===== src/rtl/pc_sequencer.sv =====
// Fetch-stage program counter: sequential step, branch/jump/exception/ERET redirects,
// stall hold, a boot cycle after reset and a fault-hold state for illegal fetch addresses.
module pc_sequencer #(
    parameter int unsigned     WIDTH      = 32,
    parameter int unsigned     STEP       = 4,
    parameter int unsigned     ALIGN_BITS = 2,
    parameter logic [WIDTH-1:0] RESET_PC  = 32'h0000_3000,
    parameter logic [WIDTH-1:0] EXC_VEC   = 32'h0000_4180,
    parameter logic [WIDTH-1:0] PC_LO     = 32'h0000_3000,
    parameter logic [WIDTH-1:0] PC_HI     = 32'h0000_6FFC
) (
    input  logic             i_clk,
    input  logic             i_reset,
    input  logic             i_stall,
    input  logic             i_br_taken,
    input  logic [WIDTH-1:0] i_br_target,
    input  logic             i_jump,
    input  logic [WIDTH-1:0] i_jump_target,
    input  logic             i_exc_req,
    input  logic             i_eret,
    input  logic [WIDTH-1:0] i_epc,
    output logic [WIDTH-1:0] o_pc,
    output logic [WIDTH-1:0] o_pc_plus_step,
    output logic             o_pc_valid,
    output logic             o_fetch_fault,
    output logic             o_redirect
);

    typedef enum logic [1:0] {
        ST_BOOT  = 2'd0,
        ST_RUN   = 2'd1,
        ST_FAULT = 2'd2
    } state_t;

    // Low-bit mask of the alignment check; an all-zero mask disables it.
    localparam logic [WIDTH-1:0] ALIGN_MASK = WIDTH'((64'd1 << ALIGN_BITS) - 64'd1);

    state_t           r_state;
    logic [WIDTH-1:0] r_pc;
    logic             r_redirect;

    logic             w_misalign;
    logic             w_out_of_range;
    logic             w_bad_pc;

    assign w_misalign     = |(r_pc & ALIGN_MASK);
    assign w_out_of_range = (r_pc < PC_LO) || (r_pc > PC_HI);
    assign w_bad_pc       = w_misalign || w_out_of_range;

    assign o_pc           = r_pc;
    assign o_pc_plus_step = r_pc + WIDTH'(STEP);
    assign o_fetch_fault  = (r_state != ST_BOOT) && w_bad_pc;
    assign o_pc_valid     = (r_state == ST_RUN) && !w_bad_pc;
    assign o_redirect     = r_redirect;

    always_ff @(posedge i_clk or posedge i_reset) begin
        if (i_reset) begin
            r_state    <= ST_BOOT;
            r_pc       <= RESET_PC;
            r_redirect <= 1'b0;
        end else begin
            r_redirect <= 1'b0;
            case (r_state)
                ST_BOOT: begin
                    r_state <= ST_RUN;
                end
                ST_RUN: begin
                    // Exception entry wins even over a faulting fetch.
                    if (i_exc_req) begin
                        r_pc       <= EXC_VEC;
                        r_redirect <= 1'b1;
                    end else if (w_bad_pc) begin
                        r_state <= ST_FAULT;
                    end else if (i_eret) begin
                        r_pc       <= i_epc;
                        r_redirect <= 1'b1;
                    end else if (i_stall) begin
                        r_pc <= r_pc;
                    end else if (i_jump) begin
                        r_pc       <= i_jump_target;
                        r_redirect <= 1'b1;
                    end else if (i_br_taken) begin
                        r_pc       <= i_br_target;
                        r_redirect <= 1'b1;
                    end else begin
                        r_pc <= r_pc + WIDTH'(STEP);
                    end
                end
                ST_FAULT: begin
                    if (i_exc_req) begin
                        r_state    <= ST_RUN;
                        r_pc       <= EXC_VEC;
                        r_redirect <= 1'b1;
                    end
                end
                default: begin
                    r_state <= ST_BOOT;
                end
            endcase
        end
    end

endmodule


===== config.mk =====
export PLATFORM = sky130hd
export DESIGN_NAME = pc_sequencer
export DESIGN_NICKNAME = d
export VERILOG_FILES = /design/src/rtl/pc_sequencer.sv
export SDC_FILE = /design/constraint.sdc
export NUM_CORES = 1
export LEC_CHECK = 0
export CELL_PAD_IN_SITES_DETAIL_PLACEMENT = 0
export CELL_PAD_IN_SITES_GLOBAL_PLACEMENT = 1
export CORE_UTILIZATION = 29
export DETAILED_ROUTE_END_ITERATION = 12
export MAX_ROUTING_LAYER = met4
export PLACE_DENSITY = 0.9
export REMOVE_ABC_BUFFERS = 1
export SLEW_MARGIN = 0
export SYNTH_ARGS = -nofsm -noshare
export SYNTH_HDL_FRONTEND = slang
export SYNTH_SLANG_ARGS = --single-unit

===== constraint.sdc =====
create_clock -name i_clk -period 5.3 [get_ports i_clk]
set_input_delay 1.06 -clock i_clk [delete_from_list [all_inputs] [get_ports i_clk]]
set_output_delay 1.06 -clock i_clk [all_outputs]
set_load 0.005 [all_outputs]

Word-level counts from Yosys, hierarchy flattened
Cells that the tools add are included.
W data, S select, Z words.
- register bits: 35
- input bits: 103
- output and inout bits: 67
- eq/ne operators: 7
- mux-type cells: 20
- magnitude comparators: 2
- add/sub/neg operators: 1
- reductions and logical operators: 11
- operator list (cell ; count):
    $mux W32 ; 7
    $pmux W32 S2 ; 1
    $add A32 B3 Y32 const B ; 1
    $gt A32 B15 Y1 const B ; 1
    $lt A32 B14 Y1 const B ; 1
    $mux W1 ; 7
    $mux W2 ; 3
    $ne A2 B2 Y1 const B ; 3
    $pmux W2 S3 ; 1
    $ne A4 B4 Y1 const B ; 1
    $reduce_and A4 Y1 ; 1
    $reduce_bool A2 Y1 ; 2
    $ne A3 B3 Y1 const B ; 1
    $reduce_and A3 Y1 ; 1
    $eq A2 B1 Y1 const B ; 1
    $eq A2 B2 Y1 const B ; 1
    $logic_and A1 B1 Y1 ; 2
    $logic_not A2 Y1 ; 1
    $logic_or A1 B1 Y1 ; 2
    $pmux W1 S2 ; 1
    $reduce_or A2 Y1 ; 1
    $logic_not A1 Y1 ; 1

Depth between registers and ports, before layout
- depth in word-level cells: 8
- gate-level depth with buffers: 9
- gate-level depth less buffers: 8

Least setup slack after synthesis
OpenSTA, ideal clock, no wires.
- path type: reg2out
- start: register r_pc[13] (netlist: o_pc[13])
- end: output o_pc_plus_step[31]
- stages on the path, launching flop included: 8
- path slack: 2199 ps
- arrival time: 2041 ps
- data required time: 4240 ps
- path buffers: 1
- path through: dfstp_2 nand3_2 or2_1 buf_6 or3_1 or3_4 nor2_1 xor2_1
- word-level cells in the longest chain between the ends: 1
- ends and longest elaborated chain (element ; RTL line ; source):
    start: declaration ; 39 ; logic [WIDTH-1:0] r_pc;
    start signal: assignment ; 75 ; r_pc <= i_epc;
    start signal: assignment ; 78 ; r_pc <= r_pc;
    start signal: assignment ; 80 ; r_pc <= i_jump_target;
    $add A32 B3 Y32 ; 51 ; assign o_pc_plus_step = r_pc + WIDTH'(STEP);
    end: declaration ; 23 ; output logic [WIDTH-1:0] o_pc_plus_step,
No other way between the ends.

Worst setup path in the final report
- start: register r_pc[2] (netlist: o_pc[2])
- end: output o_pc_plus_step[28]
Same word-level chain as after synthesis.

==> flow_summary.toml <==
[timing]
hold_violations = 0
fin_crit_sh = 0.758
tns_ns = 0
slew_viol_final = 0
rsz0062_at_grt = "false"
timing.fmax_mhz = 249
relSlewSlack = 0.585
finalSetupViolations = 0
worst_pin_slew_ns = 0.622
skew_ns = 0.0106
final.min_clock_period_ns = 4.02

[critical_path]
worstSetupEndpointType = "primary output"
cp_max_fo = 8
crit_required_ns = 4.24
cp-start-kind = "flop"
worst_ep_arrival_time_ns = 2.96
crit_type = "flop to primary output"

[yosys]
ys.warnings.count = 0
synth_seq_cells = 35
syn_area_sq_um = 3090
synthArstFlopShare = 1.00
synthCells = 392
synth_cell_types = 59
synth_ff_type = "dfrtp_1"
synth-edff-count = 0
seq_area_frac_synth = 0.285
syn_area_per_cell_sq_um = 7.87

[routing]
drt-initial-drc-count = 244
first_pass_iters = 5
routed_wl_microns = 12300
routedWlPerCell_microns = 18.1
drcViolationCount = 0
dr_total_vias = 3663
postRouteAntennaNets = 0
via_per_inst = 5.38

[worst_hold_path]
hold_class = "flop to flop"

[floorplanning]
io_pins = 170
dieWidth_microns = 105
rows = 37
coreArea_sq_um = 10300
die-area_sq_um = 11100
die_h_microns = 105
start_util = 0.299

[placed_design]
gp_congestion = 0.897
port_buffers = 169
hpwl_microns = 9320
place_inst = 674
placed_area_sq_um = 4830

[global_route]
antenna_found_initial = 0
grt_overflow = 0
grt_max_degree = 54
grt_pass1_wl_microns = 19100
grt_use_total = 0.228
first_global_vias = 3630

[cells_and_area]
diodes = 0
drive_above_1_share = 0.0587
final_nets = 652
syn2layout_area_growth_pct = 59.3
design_area_sq_um = 4920
final_cell_mix = "clkdlybuf4s50_1, nand2_1, o21ai_0"
fin_cells = 681
fill_cells = 1001
layout_commonest_cell = "clkdlybuf4s50_1"

[power_and_ir_drop]
irDropWorstVdd_mv = 0.164
power_leakage_nw = 1.88
power_density_nw_per_um2 = 364

[clock_network]
numCtsBuffers = 5
post_cts_buffers = 0
ctsHoldBuffers = 0
cts_tree = "yes"
htreeDepth = 2
clockBufferDepth = 2
clk_latency_ns = 0.29
cts_resized = 0
cts_sinks = 35
path_clk_slew_ns = 0.08
cts_root_buf = "clkbuf_8"

[status]
status = "finished, final reports clean"

[job]
cap_violations = 0
[worst paths after layout]
| path | slack, ns | end | from | cells past startpoint |
|---|---|---|---|---|
| setup / recovery | 1.28 | o_pc_plus_step[28] | o_pc[2] | 7 |
| hold / removal | 0.56 | r_state[1] | r_state[1] | 2 |
| setup reg to reg | 2.84 | o_pc[20] | o_pc[25] | 7 |
| hold reg to reg | 0.56 | r_state[1] | r_state[1] | 2 |
| max in group asynchronous | 3.73 | o_pc[13] | i_reset | 3 |
| min in group asynchronous | 1.19 | o_pc[5] | i_reset | 3 |
[cells by family (layout without fill, tap and decap cells)]
group	Yosys count	in the layout	share of synthesized area
simple gates	135	135	0.227
buf+inv	45	198	0.0738
flops	35	35	0.285
xor+xnor	28	28	0.0795
fa+ha+maj	4	4	0.0162
compound gates	134	134	0.284
mux	11	11	0.0357
[per-layer routing]
layer	vias up	wire [microns]	GRT usage
li1	1750	-	-
met1	1708	5310	0.289
met2	190	5770	0.372
met3	15	1050	0.0468
met4	0	188	0.0533
met5	-	0	-
[flip-flops by register name, indices dropped and copies added (netlist names)]
register,flops
o_pc,32
o_redirect,1
r_state,2
[through the flow]
stage          hold slack [ns]  power, mW  utilization  worst slack, ns
2_1_floorplan            0.495      0.981            -             2.23
3_3_place_gp             0.514       1.57        0.468             1.65
3_5_place_dp             0.540       1.58        0.468             1.61
4_1_cts                  0.561       1.80        0.476             1.28
5_1_grt                  0.589       1.91        0.476             1.10
6_report                 0.555       1.79        0.476             1.28
[report_power, final]
group / total, mW / switching, mW / leakage [nW] / internal (mW)
logic: 1.10 / 0.511 / 1.38 / 0.587
clock network: 0.207 / 0.104 / 0.0470 / 0.102
registers: 0.484 / 0.136 / 0.457 / 0.348
total: 1.79 / 0.752 / 1.88 / 1.04
[worst max-delay path, stage by stage (launching register included)]
cell and delay (ns):
dfrtp_1 0.45, ha_1 0.24, and4_1 0.27, nand3_1 0.30, nor3_1 0.50, nand4_1 0.22, xnor2_1 0.17, clkdlybuf4s50_1 0.52
[synthesized netlist by cell type (5+ instances only)]
cell type	count	area share
nand2_1	45	0.055
o21ai_0	42	0.068
dfrtp_1	33	0.27
nor2_1	25	0.030
xnor2_1	19	0.054
a21oi_1	18	0.029
clkbuf_1	17	0.021
inv_1	15	0.018
a22oi_1	13	0.032
mux2i_1	11	0.036
nand3_1	11	0.018
o22ai_1	11	0.022
a31oi_1	10	0.020
xor2_1	9	0.026
nand2b_1	7	0.014
nor3_1	7	0.011
a22o_1	6	0.017
nor4_1	6	0.012
a32o_1	5	0.016
nand4_1	5	0.010
o211ai_1	5	0.012
or2_2	5	0.010
[final cells by class]
type	count	area (sq um)	area share
Tap cell	136	170	0.0346
Sequential cell	35	878	0.179
Inverter	15	56.3	0.0114
Multi-Input combinational cell	312	1990	0.404
Timing Repair Buffer	176	1740	0.354
Clock buffer	6	82.6	0.0168
Clock inverter	1	5.00	0.00102
(Power assumes the default switching activity.)
